$ cat src/rtl/seven_seg_pkg.sv
// Shared constants and types for the 7-segment scan receiver.
// Segment bit positions, lit-pattern table and FSM state encoding.
package seven_seg_pkg;

    localparam int NUM_DIGITS = 8;

    localparam int SEG_A  = 0;
    localparam int SEG_B  = 1;
    localparam int SEG_C  = 2;
    localparam int SEG_D  = 3;
    localparam int SEG_E  = 4;
    localparam int SEG_F  = 5;
    localparam int SEG_G  = 6;
    localparam int SEG_DP = 7;

    // Entry i is the g..a lit pattern that displays hex value i.
    localparam logic [15:0][6:0] LIT_TABLE = {
        7'h71, 7'h79, 7'h5E, 7'h39,
        7'h7C, 7'h77, 7'h6F, 7'h7F,
        7'h07, 7'h7D, 7'h6D, 7'h66,
        7'h4F, 7'h5B, 7'h06, 7'h3F
    };

    typedef enum logic [1:0] {
        HUNT    = 2'd0,
        COLLECT = 2'd1,
        WRAP    = 2'd2
    } state_e;

endpackage

$ cat src/rtl/seven_seg_decode.sv
// Lit-pattern to hex nibble decoder for one digit (dp excluded).
// Shared with the display-side self-check logic.
module seven_seg_decode
    import seven_seg_pkg::*;
(
    input  logic [6:0] lit,
    output logic [3:0] nibble,
    output logic       blank,
    output logic       invalid
);

    always_comb begin
        nibble  = 4'd0;
        blank   = (lit == 7'h00);
        invalid = (lit != 7'h00);
        for (int i = 0; i < 16; i++) begin
            if (lit == LIT_TABLE[i]) begin
                nibble  = 4'(i);
                invalid = 1'b0;
            end
        end
    end

endmodule

$ cat src/rtl/seven_seg_scan_rx.sv
// Receiver for a multiplexed 7-segment scan bus: rebuilds the 8-digit
// frame in shadow registers and publishes it atomically on wrap to digit 0.
module seven_seg_scan_rx
    import seven_seg_pkg::*;
#(
    parameter int SETTLE     = 4,
    parameter int TIMEOUT    = 1048576,
    parameter bit ACTIVE_LOW = 1'b1
) (
    input  logic        clk,
    input  logic        reset,
    input  logic [2:0]  scan_in,
    input  logic [7:0]  seg_in,
    output logic [31:0] digits_out,
    output logic [7:0]  blank_out,
    output logic [7:0]  invalid_out,
    output logic [7:0]  dp_out,
    output logic        frame_valid,
    output logic        seq_err,
    output logic        stall
);

    localparam int CW = $clog2(SETTLE + 1);
    localparam int TW = $clog2(TIMEOUT + 1);

    logic [2:0]  scan_s1_q, scan_s1_d;
    logic [2:0]  scan_s2_q, scan_s2_d;
    logic [7:0]  seg_s1_q, seg_s1_d;
    logic [7:0]  seg_s2_q, seg_s2_d;

    logic [CW-1:0] settle_q, settle_d;
    logic          taken_q, taken_d;
    logic [TW-1:0] to_cnt_q, to_cnt_d;

    state_e      state_q, state_d;
    logic [2:0]  exp_code_q, exp_code_d;

    logic [NUM_DIGITS-1:0][3:0] sh_nib_q, sh_nib_d;
    logic [NUM_DIGITS-1:0]      sh_blank_q, sh_blank_d;
    logic [NUM_DIGITS-1:0]      sh_inv_q, sh_inv_d;
    logic [NUM_DIGITS-1:0]      sh_dp_q, sh_dp_d;

    logic [31:0] digits_q, digits_d;
    logic [7:0]  blank_q, blank_d;
    logic [7:0]  inv_q, inv_d;
    logic [7:0]  dp_q, dp_d;
    logic        fv_q, fv_d;
    logic        seq_err_q, seq_err_d;

    logic        scan_chg;
    logic        fire;
    logic        stalled;
    logic [7:0]  seg_lit;
    logic [6:0]  lit;
    logic        dp_lit;
    logic [3:0]  dec_nib;
    logic        dec_blank;
    logic        dec_inv;
    logic        store;
    logic        commit;

    always_comb begin
        scan_s1_d = scan_in;
        scan_s2_d = scan_s1_q;
        seg_s1_d  = seg_in;
        seg_s2_d  = seg_s1_q;
    end

    // s1 differing from s2 means the synchronized code changes this edge.
    assign scan_chg = (scan_s1_q != scan_s2_q);
    assign fire     = (settle_q == CW'(SETTLE)) && !taken_q;
    assign stalled  = (to_cnt_q == TW'(TIMEOUT));

    assign seg_lit = ACTIVE_LOW ? ~seg_s2_q : seg_s2_q;
    assign lit     = {seg_lit[SEG_G], seg_lit[SEG_F], seg_lit[SEG_E],
                      seg_lit[SEG_D], seg_lit[SEG_C], seg_lit[SEG_B],
                      seg_lit[SEG_A]};
    assign dp_lit  = seg_lit[SEG_DP];

    seven_seg_decode u_decode (
        .lit     (lit),
        .nibble  (dec_nib),
        .blank   (dec_blank),
        .invalid (dec_inv)
    );

    always_comb begin
        settle_d = settle_q;
        taken_d  = taken_q;
        to_cnt_d = to_cnt_q;
        if (scan_chg) begin
            settle_d = '0;
            taken_d  = 1'b0;
            to_cnt_d = '0;
        end else begin
            if (settle_q != CW'(SETTLE)) begin
                settle_d = settle_q + 1'b1;
            end
            if (fire) begin
                taken_d = 1'b1;
            end
            if (!stalled) begin
                to_cnt_d = to_cnt_q + 1'b1;
            end
        end
    end

    always_comb begin
        state_d    = state_q;
        exp_code_d = exp_code_q;
        seq_err_d  = seq_err_q;
        store      = 1'b0;
        commit     = 1'b0;
        if (stalled && scan_chg) begin
            state_d = HUNT;
        end else if (fire) begin
            unique case (state_q)
                HUNT: begin
                    if (scan_s2_q == 3'd0) begin
                        store      = 1'b1;
                        state_d    = COLLECT;
                        exp_code_d = 3'd1;
                    end
                end
                COLLECT: begin
                    if (scan_s2_q == exp_code_q) begin
                        store = 1'b1;
                        if (exp_code_q == 3'd7) begin
                            state_d = WRAP;
                        end else begin
                            exp_code_d = exp_code_q + 3'd1;
                        end
                    end else begin
                        seq_err_d = 1'b1;
                        if (scan_s2_q == 3'd0) begin
                            store      = 1'b1;
                            exp_code_d = 3'd1;
                        end else begin
                            state_d = HUNT;
                        end
                    end
                end
                WRAP: begin
                    if (scan_s2_q == 3'd0) begin
                        commit     = 1'b1;
                        store      = 1'b1;
                        state_d    = COLLECT;
                        exp_code_d = 3'd1;
                    end else begin
                        seq_err_d = 1'b1;
                        state_d   = HUNT;
                    end
                end
                default: state_d = HUNT;
            endcase
        end
    end

    // Commit reads the old shadow while slot 0 of the new frame is written.
    always_comb begin
        sh_nib_d   = sh_nib_q;
        sh_blank_d = sh_blank_q;
        sh_inv_d   = sh_inv_q;
        sh_dp_d    = sh_dp_q;
        digits_d   = digits_q;
        blank_d    = blank_q;
        inv_d      = inv_q;
        dp_d       = dp_q;
        fv_d       = commit;
        if (store) begin
            sh_nib_d[scan_s2_q]   = dec_nib;
            sh_blank_d[scan_s2_q] = dec_blank;
            sh_inv_d[scan_s2_q]   = dec_inv;
            sh_dp_d[scan_s2_q]    = dp_lit;
        end
        if (commit) begin
            digits_d = sh_nib_q;
            blank_d  = sh_blank_q;
            inv_d    = sh_inv_q;
            dp_d     = sh_dp_q;
        end
    end

    always_ff @(posedge clk) begin
        if (reset) begin
            scan_s1_q  <= '0;
            scan_s2_q  <= '0;
            seg_s1_q   <= '0;
            seg_s2_q   <= '0;
            settle_q   <= '0;
            taken_q    <= 1'b0;
            to_cnt_q   <= '0;
            state_q    <= HUNT;
            exp_code_q <= '0;
            sh_nib_q   <= '0;
            sh_blank_q <= '0;
            sh_inv_q   <= '0;
            sh_dp_q    <= '0;
            digits_q   <= '0;
            blank_q    <= 8'hFF;
            inv_q      <= '0;
            dp_q       <= '0;
            fv_q       <= 1'b0;
            seq_err_q  <= 1'b0;
        end else begin
            scan_s1_q  <= scan_s1_d;
            scan_s2_q  <= scan_s2_d;
            seg_s1_q   <= seg_s1_d;
            seg_s2_q   <= seg_s2_d;
            settle_q   <= settle_d;
            taken_q    <= taken_d;
            to_cnt_q   <= to_cnt_d;
            state_q    <= state_d;
            exp_code_q <= exp_code_d;
            sh_nib_q   <= sh_nib_d;
            sh_blank_q <= sh_blank_d;
            sh_inv_q   <= sh_inv_d;
            sh_dp_q    <= sh_dp_d;
            digits_q   <= digits_d;
            blank_q    <= blank_d;
            inv_q      <= inv_d;
            dp_q       <= dp_d;
            fv_q       <= fv_d;
            seq_err_q  <= seq_err_d;
        end
    end

    assign digits_out  = digits_q;
    assign blank_out   = blank_q;
    assign invalid_out = inv_q;
    assign dp_out      = dp_q;
    assign frame_valid = fv_q;
    assign seq_err     = seq_err_q;
    assign stall       = stalled;

endmodule

$ cat config.mk
export PLATFORM = sky130hd
export DESIGN_NAME = seven_seg_scan_rx
export DESIGN_NICKNAME = d
export VERILOG_FILES = /design/src/rtl/seven_seg_pkg.sv /design/src/rtl/seven_seg_decode.sv /design/src/rtl/seven_seg_scan_rx.sv
export SDC_FILE = /design/constraint.sdc
export NUM_CORES = 1
export LEC_CHECK = 0
export CORE_UTILIZATION = 45
export CTS_CLUSTER_SIZE = 8
export DETAILED_ROUTE_END_ITERATION = 8
export PLACE_DENSITY = 0.68
export RECOVER_POWER = 25
export SYNTH_ARGS = -nofsm -noshare
export SYNTH_HDL_FRONTEND = slang
export SYNTH_SLANG_ARGS = --single-unit
$ cat constraint.sdc
create_clock -name clk -period 1.75 [get_ports clk]
set_input_delay 0.35 -clock clk [delete_from_list [all_inputs] [get_ports clk]]
set_output_delay 0.35 -clock clk [all_outputs]
set_load 0.1 [all_outputs]
==> impl_metrics.json <==
{
  "post-route-worst-setup-slack_ns": -0.402,
  "synth_warnings": 0,
  "detail_route.wl_per_cell_um": 16.2,
  "globalRouteTotalUtil_pct": 22.6,
  "grt_setup_unrepaired": "yes",
  "ys_seq_area_share_pct": 49.5,
  "grt_remaining_overflow": 0,
  "drive_gt1_share_pct": 33.4,
  "p_comb_share_pct": 5.6,
  "wire_length_of_the_first_global_routing_pass_um": 26600,
  "power.ir.vdd_worst_mv": 0.656,
  "avgViaCountPerCell": 5.23,
  "synth_nets": 702,
  "synth.top_cell.area_share_pct": 49.5,
  "clkPwrFrac_pct": 46.8,
  "timing.critical_path.max_delay_family": "buffers and inverters",
  "maxSlewViolCount": 0,
  "postSynthCellCount": 683,
  "route.final.wire_length_um": 16900,
  "grt_start_max_net_pins": 53,
  "clk_root_buffer_cell": "clkbuf_16",
  "critical-path-max-stage-delay_ns": 0.32,
  "max-clock-path-buffers": 2,
  "tritoncts_buffers": 17,
  "syn-cell-area_um2": 6710,
  "die_y_um": 124,
  "post_detailed_route_count_of_antenna_violating_nets": 0,
  "synthSimpleGateAreaFrac_pct": 21.6,
  "critical_path.most_common_cell": "buf_6",
  "synthTopCellsByCount": "166 x dfxtp_1, 119 x nand2_1, 111 x mux2i_1, 58 x nor2_1",
  "timing.final.crit_period_ns": 2.15,
  "post-synth-top-count-cell": "dfxtp_1",
  "timing.critical_path.arrival_ns": 2.50,
  "crit_path_start_kind": "flip-flop",
  "synth_xor_xnor_area_share_pct": 3.53,
  "synth_compound_gate_area_share_pct": 3.86,
  "fraction_of_power_spent_switching_nets_pct": 23.3,
  "number_of_enable_flip_flop_cells_after_synthesis": 0,
  "highest_layer": "met4",
  "first_global_vias": 5486,
  "number_of_antenna_cells_inserted": 0,
  "fp.dieArea_um2": 15400,
  "crit_path_max_fanout": 7,
  "min_to": "seg_s2_q[6]",
  "dominant_combinational_cell_family_by_area_after_synthesis": "simple AND/OR/NAND/NOR gates",
  "drt-met1-wl_um": 7190,
  "post_synth.cell_area_avg_um2": 9.82,
  "clock-skew-final_ns": 0.00893,
  "final_nets": 865,
  "violated_checks": "setup timing",
  "max_transition_margin_pct": 47.7,
  "critical_path.n_buffers_inverters": 5,
  "drcViolationCount": 0,
  "adder_cell_share_of_the_synthesized_area_pct": 1.12,
  "synth_top_flop_cell": "dfxtp_1",
  "gp_congestion": 0.913,
  "detailed_place_hpwl_um": 11200,
  "detailroute.wirelength.met3_um": 560,
  "whs_path_depth": 1,
  "critical_path_required_ns": 2.10,
  "placement.io_buffers": 71,
  "setup.reg_to_reg.worst_slack_ns": -0.40,
  "power_density_nw_per_um2": 798,
  "multi_input_comb_area_um2": 3560,
  "final.period_utilization_pct": 123,
  "tightest_slew_ns": 0.785,
  "ys_ff_latch": 166,
  "die_w_um": 124,
  "placedInstanceArea_um2": 8870,
  "layout-area-overhead-vs-synth_pct": 50.0,
  "r2r-end": "digits_out[5]",
  "worst-r2r-cell-count": 11,
  "detailedRoute.firstPassIterationCount": 4,
  "final_hold_viol_count": 0,
  "final-seq-area_um2": 3340,
  "drv.max_cap_violation_count": 0,
  "result_of_the_run": "finished with violations",
  "cts_hold_buf": 0,
  "num_vias": 5457,
  "drt_iter0_drc": 307,
  "clock_tree_from_tritoncts": "done",
  "leakagePower_uw": 0.00431,
  "hold_path.startpoint": "seg_s1_q[6]",
  "antenna_found_initial": 0,
  "reg2reg_from": "to_cnt_q[0]",
  "htree_levels": 4,
  "timing.final.setup_violations": 122,
  "clk_pin_slew_worst_paths_ns": 0.07,
  "maxClockFrequency_mhz": 465,
  "post_synth_mux_area_share_pct": 16.9,
  "final_core_util_pct": 69.2,
  "crit_path_end_kind": "flip-flop",
  "critical_path.slowest_cell": "dfxtp_2",
  "synth_cell_types": 58,
  "timing_worst_setup_path_type": "flip-flop to flip-flop",
  "n_fill_cell": 1033,
  "core_area_um2": 14500,
  "power.net_switching_uw": 1870,
  "sequentialPowerShare_pct": 47.6,
  "cp_cell_sequence": "inv_2 -> ha_4 -> nor4b_4 -> nand3_2 -> buf_6 -> o31a_1 -> buf_6 -> nand3_4 -> buf_12 -> buf_16 -> mux2i_1",
  "ios": 72,
  "synth_area_leader_cell": "dfxtp_1",
  "clk_latency_ns": 0.42,
  "internal_power_uw": 6150,
  "tritoncts_num_sinks": 166,
  "timing.hold.worst.class": "flip-flop to flip-flop",
  "placementRows": 44,
  "synth_top_cells_by_area": "dfxtp_1 50%, mux2i_1 17%, nand2_1 6.7%, nor2_1 3.2%, nor2b_1 2.3%",
  "stdcell_area_um2": 10100,
  "wl_met2_um": 8690,
  "synthArstFlopShare_pct": 0,
  "floorplan.initialDensity_pct": 46.2
}
==> power groups by stage <==
stage | sequential (uW) | clock, uW | combinational (uW)
finish | 3820 | 3760 | 447
global route | 3830 | 3970 | 481
CTS | 3820 | 3800 | 418
detailed placement | 3910 | 0 | 366
global placement | 3910 | 0 | 353
floorplan | 3910 | 0 | 206
==> registers in the layout, summed over array words and instances (netlist names) <==
signal and flops:
digits_out 32, sh_nib_q 32, to_cnt_q 21, blank_out 8, dp_out 8, invalid_out 8, seg_s1_q 8, seg_s2_q 8
sh_blank_q 8, sh_dp_q 8, sh_inv_q 8, exp_code_q 3, scan_s1_q 3, scan_s2_q 3, settle_q 3, state_q 2
frame_valid 1, seq_err 1, taken_q 1
==> cell type report <==
type                       count  area share [%]
multi-input combinational    470            35.3
sequential                   166            33.2
timing repair buffer         183            22.9
clock buffer                  18            4.27
tap                          184            2.29
clock inverter                14            1.65
inverter                       8           0.298
==> metrics by stage <==
stage	total power (uW)	hold WS [ns]	setup TNS [ns]	cells	setup WS [ns]
after floorplan	4110	0.414	-2.40	683	-0.0711
after global placement	4260	0.416	-10.02	992	-0.173
after detailed placement	4270	0.424	-14.84	992	-0.186
after CTS	8040	0.286	-22.88	1038	-0.335
after global routing	8280	0.450	-43.10	1043	-0.487
final	8030	0.435	-34.81	1043	-0.402
==> logic make-up (layout without fill, tap and decap cells) <==
family | count (synthesis) | count (layout)
mux | 113 | 113
simple gates | 287 | 287
buf+inv | 47 | 223
compound gates | 37 | 37
flops | 166 | 166
xor+xnor | 27 | 27
fa+ha+maj | 6 | 6
==> per-layer routing <==
layer  track usage, %  vias up
met1             25.8     2643
met5                0        -
met2             40.1      119
met3             4.76       28
li1                 -     2667
met4             10.3        0
==> cell usage in the layout, fill, tap and decap left out, types with 3 or more instances in the layout <==
cell type	synthesis	final
nor2b_1	25	25
a21oi_2	0	3
ha_1	6	5
buf_4	1	77
dfxtp_1	166	151
buf_12	0	62
a21oi_1	8	5
nand4_1	11	11
nor2_2	1	4
nor3_2	1	3
o21ai_0	8	5
inv_8	0	4
dlygate4sd3_1	0	6
mux2i_1	111	109
nor3b_2	0	3
nor3_1	9	5
xor2_1	16	12
xnor2_1	11	10
clkbuf_16	0	18
nand2b_1	6	5
and4_4	1	3
clkbuf_1	25	4
clkdlybuf4s50_1	0	5
or2_4	0	3
nand3_1	10	6
nor4_2	3	4
clkinvlp_4	0	4
and3_1	4	4
clkbuf_2	0	3
nand3_2	1	4
dfxtp_2	0	14
nand2_1	119	118
nor2_1	58	53
inv_1	8	5
o21ai_1	1	4
nand3b_1	4	4
buf_6	6	24
inv_2	0	3
==> worst reg2reg max path: stages (launching register included) <==
cell and delay, ns:
dfxtp_2 0.32, inv_2 0.07, ha_4 0.12, nor4b_4 0.23, nand3_2 0.16, buf_6 0.15
o31a_1 0.30, buf_6 0.16, nand3_4 0.13, buf_12 0.14, buf_16 0.13, mux2i_1 0.19
==> worst max path at each step <==
| stage | from | to | slack (ns) | cells after the start |
|---|---|---|---|---|
| after floorplan | to_cnt_q[0] | dp_out[1] | -0.07 | 9 |
| after global placement | seg_s2_q[3] | sh_nib_q[6] | -0.17 | 5 |
| after detailed placement | to_cnt_q[0] | digits_out[26] | -0.19 | 9 |
| after CTS | to_cnt_q[1] | stall | -0.33 | 7 |
| after global routing | to_cnt_q[0] | digits_out[8] | -0.49 | 11 |
| final | to_cnt_q[0] | digits_out[5] | -0.40 | 11 |
==> timing repair <==
item                       CTS  global route
resized for setup           68            43
buffers inserted            14             8
hold endpoints to repair     0             0
setup endpoints to repair  119           126
gates cloned                 3             1
pin swaps                   19            10
Note: power is estimated with default switching activity, not from simulation.
